[config.mk]
export PLATFORM = sky130hd
export DESIGN_NAME = mult_add_param
export DESIGN_NICKNAME = d
export VERILOG_FILES = /design/src/rtl/mult_add_param.sv
export SDC_FILE = /design/constraint.sdc
export NUM_CORES = 1
export LEC_CHECK = 0
export CORE_UTILIZATION = 45
export CTS_CLUSTER_SIZE = 20
export DETAILED_ROUTE_END_ITERATION = 8
export PLACE_DENSITY = 0.68
export SYNTH_ARGS = -nofsm -noshare
export SYNTH_HDL_FRONTEND = slang
export SYNTH_SLANG_ARGS = --single-unit
[constraint.sdc]
create_clock -name clk -period 7.1 [get_ports clk]
set_clock_uncertainty 0.05 [all_clocks]
set_input_delay 2.13 -clock clk [delete_from_list [all_inputs] [get_ports clk]]
set_output_delay 2.13 -clock clk [all_outputs]
set_load 0.005 [all_outputs]
[src/rtl/mult_add_param.sv]
// Sequential shift-add multiply-accumulate: product = multiplicand * multiplier + addend,
// one multiplier bit per clock; reconstructs a dividend from divider quotient/divisor/remainder.
module mult_add_param #(
  parameter int unsigned BITSIZE   = 16,
  parameter int unsigned INDEXSIZE = 4
) (
  input  logic                   clk,
  input  logic                   rst,
  input  logic                   strt,
  input  logic [BITSIZE-1:0]     multiplicand,
  input  logic [BITSIZE-1:0]     multiplier,
  input  logic [BITSIZE-1:0]     addend,
  output logic [2*BITSIZE-1:0]   product,
  output logic                   overflow,
  output logic                   done,
  output logic                   idle
);

  localparam int unsigned PW = 2 * BITSIZE;

  typedef enum logic [1:0] {
    IDLE     = 2'd0,
    CALC     = 2'd1,
    POSTCALC = 2'd2
  } state_e;

  state_e               state_q, state_d;
  logic [PW-1:0]        acc_q, acc_d;
  logic [PW-1:0]        mcand_q, mcand_d;
  logic [BITSIZE-1:0]   mplier_q, mplier_d;
  logic [INDEXSIZE-1:0] cnt_q, cnt_d;
  logic [PW-1:0]        product_q, product_d;
  logic                 overflow_q, overflow_d;
  logic                 done_q, done_d;

  // Next-state and datapath; operands are captured only on a start from IDLE.
  always_comb begin
    state_d    = state_q;
    acc_d      = acc_q;
    mcand_d    = mcand_q;
    mplier_d   = mplier_q;
    cnt_d      = cnt_q;
    product_d  = product_q;
    overflow_d = overflow_q;
    done_d     = 1'b0;
    case (state_q)
      IDLE: begin
        if (strt) begin
          acc_d    = {{BITSIZE{1'b0}}, addend};
          mcand_d  = {{BITSIZE{1'b0}}, multiplicand};
          mplier_d = multiplier;
          cnt_d    = '0;
          state_d  = CALC;
        end
      end
      CALC: begin
        if (mplier_q[0]) begin
          acc_d = acc_q + mcand_q;
        end
        mcand_d  = mcand_q << 1;
        mplier_d = mplier_q >> 1;
        cnt_d    = cnt_q + INDEXSIZE'(1);
        if (cnt_q == INDEXSIZE'(BITSIZE - 1)) begin
          state_d = POSTCALC;
        end
      end
      POSTCALC: begin
        product_d  = acc_q;
        overflow_d = |acc_q[PW-1:BITSIZE];
        done_d     = 1'b1;
        state_d    = IDLE;
      end
      default: begin
        state_d = IDLE;
      end
    endcase
  end

  // Reset aborts any operation and clears the result.
  always_ff @(posedge clk or negedge rst) begin
    if (!rst) begin
      state_q    <= IDLE;
      acc_q      <= '0;
      mcand_q    <= '0;
      mplier_q   <= '0;
      cnt_q      <= '0;
      product_q  <= '0;
      overflow_q <= 1'b0;
      done_q     <= 1'b0;
    end else begin
      state_q    <= state_d;
      acc_q      <= acc_d;
      mcand_q    <= mcand_d;
      mplier_q   <= mplier_d;
      cnt_q      <= cnt_d;
      product_q  <= product_d;
      overflow_q <= overflow_d;
      done_q     <= done_d;
    end
  end

  assign product  = product_q;
  assign overflow = overflow_q;
  assign done     = done_q;
  assign idle     = (state_q == IDLE);

endmodule

==> tab_implementation.tex, run 1 <==
\begin{tabular}{lr}
\hline
Metric & Value \\
\hline
\multicolumn{2}{l}{\textbf{Timing}} \\
\quad Relative slew slack & 0.243 \\
\quad Final-report max-slew violation count & 0 \\
\quad Final Cycle Share & 0.614 \\
\quad Total of endpoints with negative setup slack in the final report & 0 \\
\quad Minimum period implied by the final worst setup slack & 4.36 ns \\
\quad Actual slew at the worst max-slew pin & 1.13 ns \\
\quad Final number of hold-violating endpoints & 0 \\
\quad Setup repair after global routing missed its margin & no \\
\quad Setup total negative slack & 0 ns \\
\quad Achievable clock frequency & 0.229 GHz \\
\quad Final setup slack of the worst path & 2.74 ns \\
\multicolumn{2}{l}{\textbf{Clock network}} \\
\quad Maximum clock insertion buffer count & 2 \\
\quad Total CTS buffers & 17 \\
\quad Count of hold-fix buffers inserted at cts & 0 \\
\quad Post-CTS resize count & 0 \\
\quad Total clock sinks & 120 \\
\quad Clock transition at the registers of the reported paths & 0.05 ns \\
\quad TritonCTS clock tree & done \\
\quad Worst-skew pair later-pin latency & 0.42 ns \\
\quad Root Buffer Master & sky130\_fd\_sc\_hd\_\_clkbuf\_16 \\
\quad H-tree levels & 4 \\
\quad Total setup buffers inserted after CTS & 0 \\
\multicolumn{2}{l}{\textbf{Synthesis}} \\
\quad Total of flip-flops plus latches after synthesis & 120 \\
\quad Net count after synthesis & 732 \\
\quad Warnings from Yosys & 0 \\
\quad Synthesized netlist cell count & 648 \\
\quad Ys async rst share & 1.00 \\
\quad Avg Synthesized Cell Area & 10.0 um2 \\
\quad Flip-flop cell with the highest count after synthesis & sky130\_fd\_sc\_hd\_\_dfrtp\_1 \\
\quad Synth Cell Area & 6480 um2 \\
\quad Post-synthesis sequential area ratio & 0.464 \\
\quad Number of flops mapped to enable cells by yosys & 0 \\
\quad Unique masters post-synth & 64 \\
\multicolumn{2}{l}{\textbf{Floorplanning}} \\
\quad Die extent in x & 122 um \\
\quad Standard-cell rows & 43 \\
\quad Die Y-Extent & 122 um \\
\quad Starting density of the core & 0.465 \\
\quad Die Footprint & 14,900 um2 \\
\quad Std-Cell Core Area & 13,900 um2 \\
\quad IO Count & 86 \\
\multicolumn{2}{l}{\textbf{Placement}} \\
\quad Count of input and output buffers & 85 \\
\quad Global placement routability congestion & 0.865 \\
\quad Post-placement worst setup slack & 2.71 ns \\
\quad Dpl hpwl & 10,400 um \\
\multicolumn{2}{l}{\textbf{Setup path}} \\
\quad Peak fanout along the critical path & 36 \\
\quad Crit path cell chain & nor2\_1 -> clkdlybuf4s50\_1 \\
\quad Data arrival time of the worst path & 2.18 ns \\
\quad Buffer and inverter count on the worst path & 1 \\
\quad Data required, critical path & 4.92 ns \\
\quad Max incr delay on CP & 1.08 ns \\
\quad Family of cells with the greatest summed delay on the critical path & flip-flops \\
\quad Critical Path Start Type & register \\
\quad Kind of end point of the critical path & primary output \\
\quad CP max stage cell & sky130\_fd\_sc\_hd\_\_dfrtp\_1 \\
\quad Worst Setup Path Type & reg2out \\
\multicolumn{2}{l}{\textbf{Pwr}} \\
\quad Maximum vdd drop & 246 uV \\
\quad Leakage dissipation & 0.00362 uW \\
\quad P per Cell Area & 442 nW/um2 \\
\multicolumn{2}{l}{\textbf{Final layout}} \\
\quad Nets@finish & 807 \\
\quad Antenna fix cells & 0 \\
\quad Syn-to-layout area delta & 24.0\% \\
\quad Highest-count cells in the layout ignoring fill and taps & 120 x sky130\_fd\_sc\_hd\_\_dfrtp\_1, 88 x sky130\_fd\_sc\_hd\_\_nand2\_1, 84 x sky130\_fd\_sc\_hd\_\_clkdlybuf4s50\_1 \\
\quad Fraction of final layout cells sized beyond drive strength 1 & 0.115 \\
\quad Most frequent standard cell in the layout excluding fill and tap cells & sky130\_fd\_sc\_hd\_\_dfrtp\_1 \\
\multicolumn{2}{l}{\textbf{Drt}} \\
\quad Drc violations & 0 \\
\quad Sum of met3 wire segment lengths after detailed routing & 851 um \\
\quad Wire length after detailed routing & 15,600 um \\
\quad Top routing layer in use & met4 \\
\quad Per-cell via count in the routed design & 5.83 \\
\quad Metal2 WL & 7370 um \\
\quad Antenna Nets Post-Route & 0 \\
\quad Violation count after the first detailed-route iteration & 312 \\
\quad Routed length per placed instance & 17.0 um \\
\quad Count of TritonRoute iterations in the first routing pass & 5 \\
\quad Via count of the routed design & 5,340 \\
\quad Sum of routed wire segments on met1 & 7080 um \\
\multicolumn{2}{l}{\textbf{GRT}} \\
\quad Wire length of the first global-routing pass & 25,900 um \\
\quad All-Layer GR Usage & 0.225 \\
\quad Leftover overflow at the end of global routing & 0 \\
\quad Pin count of the biggest net entering global routing & 67 \\
\quad Vias in the first global route & 5,219 \\
\quad Number of antenna violations at the first check in global routing & 0 \\
\multicolumn{2}{l}{\textbf{Run}} \\
\quad Maximum Capacitance Violations & 0 \\
\multicolumn{2}{l}{\textbf{Status}} \\
\quad Result of the run & finished clean \\
\multicolumn{2}{l}{\textbf{Hold path}} \\
\quad HP Class & reg2reg \\
\hline
\end{tabular}
where the power goes:
group          internal (uW)  switching, uW  leakage, uW  total [uW]
registers                929            207      0.00158        1140
clock network            538            292     0.000276         830
logic                    702            883      0.00175        1580
total                   2170           1380      0.00362        3550
cell usage after synthesis, types with 2 or more instances:
cell type | n | area share
sky130_fd_sc_hd__mux2_2 | 32 | 0.056
sky130_fd_sc_hd__a32o_1 | 4 | 0.0062
sky130_fd_sc_hd__o21a_1 | 3 | 0.0035
sky130_fd_sc_hd__nor4_1 | 4 | 0.0039
sky130_fd_sc_hd__a31o_2 | 3 | 0.0041
sky130_fd_sc_hd__o21ai_0 | 65 | 0.050
sky130_fd_sc_hd__a211oi_1 | 7 | 0.0081
sky130_fd_sc_hd__xor2_1 | 9 | 0.012
sky130_fd_sc_hd__o31ai_2 | 2 | 0.0039
sky130_fd_sc_hd__nand2_1 | 88 | 0.051
sky130_fd_sc_hd__a31oi_1 | 9 | 0.0087
sky130_fd_sc_hd__and2_1 | 2 | 0.0019
sky130_fd_sc_hd__o2111ai_1 | 2 | 0.0027
sky130_fd_sc_hd__nand4_1 | 2 | 0.0019
sky130_fd_sc_hd__o31ai_1 | 2 | 0.0023
sky130_fd_sc_hd__a22o_1 | 20 | 0.027
sky130_fd_sc_hd__and3_1 | 2 | 0.0019
sky130_fd_sc_hd__dfrtp_1 | 120 | 0.46
sky130_fd_sc_hd__a41oi_1 | 2 | 0.0027
sky130_fd_sc_hd__clkbuf_1 | 30 | 0.017
sky130_fd_sc_hd__nor3_1 | 3 | 0.0023
sky130_fd_sc_hd__nand3_1 | 6 | 0.0046
sky130_fd_sc_hd__ha_1 | 32 | 0.062
sky130_fd_sc_hd__inv_1 | 13 | 0.0075
sky130_fd_sc_hd__o21ai_1 | 4 | 0.0031
sky130_fd_sc_hd__a21o_1 | 12 | 0.014
sky130_fd_sc_hd__xnor2_1 | 15 | 0.020
sky130_fd_sc_hd__nor2_1 | 28 | 0.016
sky130_fd_sc_hd__o21bai_1 | 5 | 0.0058
sky130_fd_sc_hd__nor2b_1 | 4 | 0.0039
sky130_fd_sc_hd__a21o_2 | 2 | 0.0027
sky130_fd_sc_hd__o211ai_1 | 5 | 0.0058
sky130_fd_sc_hd__a21oi_1 | 47 | 0.036
sky130_fd_sc_hd__a22oi_1 | 30 | 0.035
sky130_fd_sc_hd__a211oi_2 | 2 | 0.0039
sky130_fd_sc_hd__a2111oi_0 | 2 | 0.0027
sky130_fd_sc_hd__or3_1 | 2 | 0.0019
sky130_fd_sc_hd__a211o_1 | 2 | 0.0027
registers in the layout (all words and copies together) (netlist names):
name	count
product	32
mcand_q	32
cnt_q	4
done	1
mplier_q	16
acc_q	32
state_q	2
overflow	1
worst reg2reg max path, cell delays in order, from the launching register on:
cell and delay [ns]:
sky130_fd_sc_hd__dfrtp_1 0.40, sky130_fd_sc_hd__ha_1 0.25, sky130_fd_sc_hd__fa_1 0.45, sky130_fd_sc_hd__a211o_1 0.38, sky130_fd_sc_hd__a21oi_4 0.18, sky130_fd_sc_hd__a21bo_4 0.18
sky130_fd_sc_hd__nand4_4 0.11, sky130_fd_sc_hd__nand3b_2 0.14, sky130_fd_sc_hd__a21oi_2 0.07, sky130_fd_sc_hd__or4_1 0.51, sky130_fd_sc_hd__a32o_1 0.25
kinds of logic after synthesis:
logic type,Yosys count,synth area share
AND/OR/NAND/NOR,152,0.106
adder cells (fa/ha/maj),33,0.0649
XOR/XNOR,24,0.0325
flip-flops,120,0.464
buffers and inverters,47,0.0305
multiplexers,32,0.0556
AO/OA/AOI/OAI,240,0.247
layout make-up:
class                   instances  area, um2
repair buffers                 90        886
clock inverters                 1       30.0
clock buffers                  31        538
multi-input cells             481       3300
inverters                      13       48.8
flip-flops and latches        120       3000
well taps                     180        225
fillers                      1185       5900
metal layers:
| metal | global-route usage | up-vias |
|---|---|---|
| li1 | - | 2539 |
| met3 | 0.0599 | 28 |
| met1 | 0.297 | 2617 |
| met2 | 0.352 | 156 |
| met4 | 0.0856 | 0 |
| met5 | 0 | - |
through the flow:
| stage | utilization | area [um2] | power [uW] | hold slack, ns | std cells |
|---|---|---|---|---|---|
| after floorplan | - | 6480 | 2260 | 0.400 | 648 |
| after global placement | 0.536 | 7460 | 2650 | 0.414 | 884 |
| after detailed placement | 0.536 | 7460 | 2710 | 0.422 | 884 |
| after CTS | 0.576 | 8030 | 3560 | 0.433 | 916 |
| after global routing | 0.576 | 8030 | 3810 | 0.451 | 916 |
| final | 0.576 | 8030 | 3550 | 0.431 | 916 |
path summary, 6_finish.rpt:
check / cells past startpoint / slack [ns] / startpoint / to
max: 2 / 2.74 / state_q[1] / idle
min in group asynchronous: 1 / 1.77 / rst / mcand_q[17]
min reg2reg: 2 / 0.43 / mplier_q[12] / mplier_q[12]
max in group asynchronous: 2 / 4.02 / rst / acc_q[22]
max reg2reg: 10 / 4.01 / acc_q[0] / acc_q[30]
min: 2 / 0.43 / mplier_q[12] / mplier_q[12]
(Power assumes the default switching activity.)
==> inputs of run 2 (changes only) <==
Settings changed: PLACE_DENSITY 0.68 to 0.71.
Clock period 7.1 ns to 3.7 ns, I/O delays scaled along.
==> run 2 against run 1 <==
Non-clock buffer count grew 5. Final cell count grew 0.55%. Design area grew 0.83%. Wire length grew 1.5%. Critical path type is now reg2reg. Largest cell class unchanged. Highest routed layer unchanged.
==> tab_implementation.tex, run 2 (synthesis gave the netlist of run 1 again) <==
\begin{tabular}{lr}
\hline
Metric & Value \\
\hline
\multicolumn{2}{l}{\textbf{Final layout}} \\
\quad Syn-to-layout area delta & 25.0\% (was 24.0\%) \\
\quad Highest-count cells in the layout ignoring fill and taps & 120 x sky130\_fd\_sc\_hd\_\_dfrtp\_1, 88 x sky130\_fd\_sc\_hd\_\_nand2\_1, 84 x sky130\_fd\_sc\_hd\_\_clkdlybuf4s50\_1 (unchanged) \\
\quad Fraction of final layout cells sized beyond drive strength 1 & 0.130 (was 0.115) \\
\quad Nets@finish & 812 (was 807) \\
\quad Most frequent standard cell in the layout excluding fill and tap cells & sky130\_fd\_sc\_hd\_\_dfrtp\_1 (unchanged) \\
\quad Antenna fix cells & 0 (unchanged) \\
\multicolumn{2}{l}{\textbf{Status}} \\
\quad Result of the run & finished clean (unchanged) \\
\multicolumn{2}{l}{\textbf{Clock network}} \\
\quad TritonCTS clock tree & done (unchanged) \\
\quad Total CTS buffers & 17 (unchanged) \\
\quad Total clock sinks & 120 (unchanged) \\
\quad Clock transition at the registers of the reported paths & 0.06 ns (was 0.05 ns) \\
\quad Count of hold-fix buffers inserted at cts & 0 (unchanged) \\
\quad Root Buffer Master & sky130\_fd\_sc\_hd\_\_clkbuf\_16 (unchanged) \\
\quad Total setup buffers inserted after CTS & 0 (unchanged) \\
\quad Post-CTS resize count & 0 (unchanged) \\
\quad Worst-skew pair later-pin latency & 0.42 ns (about the same) \\
\quad Maximum clock insertion buffer count & 2 (unchanged) \\
\quad H-tree levels & 4 (unchanged) \\
\multicolumn{2}{l}{\textbf{Floorplanning}} \\
\quad Die extent in x & 122 um (unchanged) \\
\quad Standard-cell rows & 43 (unchanged) \\
\quad Die Footprint & 14,900 um2 (unchanged) \\
\quad Std-Cell Core Area & 13,900 um2 (unchanged) \\
\quad Starting density of the core & 0.465 (unchanged) \\
\quad IO Count & 86 (unchanged) \\
\quad Die Y-Extent & 122 um (unchanged) \\
\multicolumn{2}{l}{\textbf{Drt}} \\
\quad Via count of the routed design & 5,350 (was 5,340) \\
\quad Violation count after the first detailed-route iteration & 386 (was 312) \\
\quad Antenna Nets Post-Route & 0 (unchanged) \\
\quad Per-cell via count in the routed design & 5.81 (was 5.83) \\
\quad Count of TritonRoute iterations in the first routing pass & 6 (was 5) \\
\quad Drc violations & 0 (unchanged) \\
\quad Routed length per placed instance & 17.2 um (was 17.0 um) \\
\quad Wire length after detailed routing & 15,800 um (was 15,600 um) \\
\multicolumn{2}{l}{\textbf{Timing}} \\
\quad Actual slew at the worst max-slew pin & 0.835 ns (was 1.13 ns) \\
\quad Achievable clock frequency & 0.330 GHz \\
\quad Relative slew slack & 0.442 (was 0.243) \\
\quad Setup repair after global routing missed its margin & no (unchanged) \\
\quad Minimum period implied by the final worst setup slack & 3.03 ns \\
\quad Final Cycle Share & 0.820 \\
\quad Total of endpoints with negative setup slack in the final report & 0 (unchanged) \\
\quad Final setup slack of the worst path & 0.666 ns (was 2.74 ns) \\
\quad Setup total negative slack & 0 ns (unchanged) \\
\quad Final number of hold-violating endpoints & 0 (unchanged) \\
\quad Final-report max-slew violation count & 0 (unchanged) \\
\multicolumn{2}{l}{\textbf{Setup path}} \\
\quad Worst Setup Path Type & reg2reg (was reg2out) \\
\quad Setup slack on the worst flop-to-flop path & 0.67 ns (was 4.01 ns) \\
\quad Data required, critical path & 3.96 ns (was 4.92 ns) \\
\quad Peak fanout along the critical path & 3 (was 36) \\
\quad Data arrival time of the worst path & 3.30 ns (was 2.18 ns) \\
\quad Critical Path Start Type & register (unchanged) \\
\quad Kind of end point of the critical path & register (was primary output) \\
\multicolumn{2}{l}{\textbf{Pwr}} \\
\quad Maximum vdd drop & 370 uV (was 246 uV) \\
\quad P per Cell Area & 851 nW/um2 (was 442 nW/um2) \\
\quad Leakage dissipation & 0.00365 uW (was 0.00362 uW) \\
\multicolumn{2}{l}{\textbf{GRT}} \\
\quad Number of antenna violations at the first check in global routing & 0 (unchanged) \\
\quad Leftover overflow at the end of global routing & 0 (unchanged) \\
\quad All-Layer GR Usage & 0.232 (was 0.225) \\
\quad Vias in the first global route & 5,412 (was 5,219) \\
\quad Pin count of the biggest net entering global routing & 67 (unchanged) \\
\quad Wire length of the first global-routing pass & 26,700 um (was 25,900 um) \\
\multicolumn{2}{l}{\textbf{Placement}} \\
\quad Dpl hpwl & 11,000 um (was 10,400 um) \\
\quad Post-placement worst setup slack & 0.566 ns (was 2.71 ns) \\
\quad Global placement routability congestion & 0.869 (was 0.865) \\
\quad Count of input and output buffers & 85 (unchanged) \\
\multicolumn{2}{l}{\textbf{Run}} \\
\quad Maximum Capacitance Violations & 0 (unchanged) \\
\multicolumn{2}{l}{\textbf{Hold path}} \\
\quad HP Class & reg2reg (unchanged) \\
\hline
\end{tabular}
==> run 2: cell types whose count changed in the layout (fill, tap and decap cells not counted), sizes merged <==
cell      change
buf           +5
bufinv        +1
clkbuf       -10
clkinv        +6
clkinvlp      +3
==> run 2: worst paths after layout <==
check	startpoint	end	cells past startpoint
hold / removal	mplier_q[8]	mplier_q[8]	2
setup / recovery	acc_q[0]	acc_q[30]	10
hold reg to reg	mplier_q[8]	mplier_q[8]	2
min in group asynchronous	rst	product[18]	1
setup reg to reg	acc_q[0]	acc_q[30]	10
max in group asynchronous	rst	acc_q[22]	2
==> run 2: final cells by class <==
| class | instances | area [um2] |
|---|---|---|
| fill | 1162 | 5840 |
| clock buffer | 21 | 460 |
| inverter | 13 | 48.8 |
| timing repair buffer | 95 | 936 |
| sequential | 120 | 3000 |
| multi-input combinational | 481 | 3300 |
| tap | 180 | 225 |
| clock inverter | 11 | 124 |
==> run 2: power breakdown <==
| group | total [uW] | internal (uW) | switching, uW |
|---|---|---|---|
| registers | 2210 | 1780 | 426 |
| clock network | 1630 | 1020 | 602 |
| logic | 3060 | 1370 | 1690 |
| total | 6890 | 4170 | 2720 |
==> run 2: routing by layer <==
metal / track usage / vias up / routed length (um) / share of wire
met2: 0.376 / 148 / 7630 / 0.48
met3: 0.0524 / 21 / 726 / 0.046
met4: 0.0826 / 0 / 251 / 0.016
met5: 0 / - / 0 / 0
met1: 0.303 / 2625 / 7220 / 0.46
li1: - / 2556 / - / -
==> run 2: critical path, cell delays in order, from the launching register on <==
cell and delay (ns):
sky130_fd_sc_hd__dfrtp_1 0.40, sky130_fd_sc_hd__ha_1 0.25, sky130_fd_sc_hd__fa_1 0.44, sky130_fd_sc_hd__a211o_1 0.38
sky130_fd_sc_hd__a21oi_4 0.16, sky130_fd_sc_hd__a21bo_4 0.17, sky130_fd_sc_hd__nand4_4 0.10, sky130_fd_sc_hd__nand3b_2 0.12
sky130_fd_sc_hd__a21oi_2 0.07, sky130_fd_sc_hd__or4_1 0.52, sky130_fd_sc_hd__a32o_1 0.26
==> run 2: metrics by stage <==
stage	std cells	cell area, um2	power (uW)	hold WS (ns)	util
floorplan	648	6480	4340	0.400	-
global placement	889	7510	5120	0.414	0.539
detailed placement	889	7510	5240	0.421	0.539
CTS	921	8100	6910	0.434	0.581
global route	921	8100	7420	0.455	0.581
finish	921	8100	6890	0.432	0.581
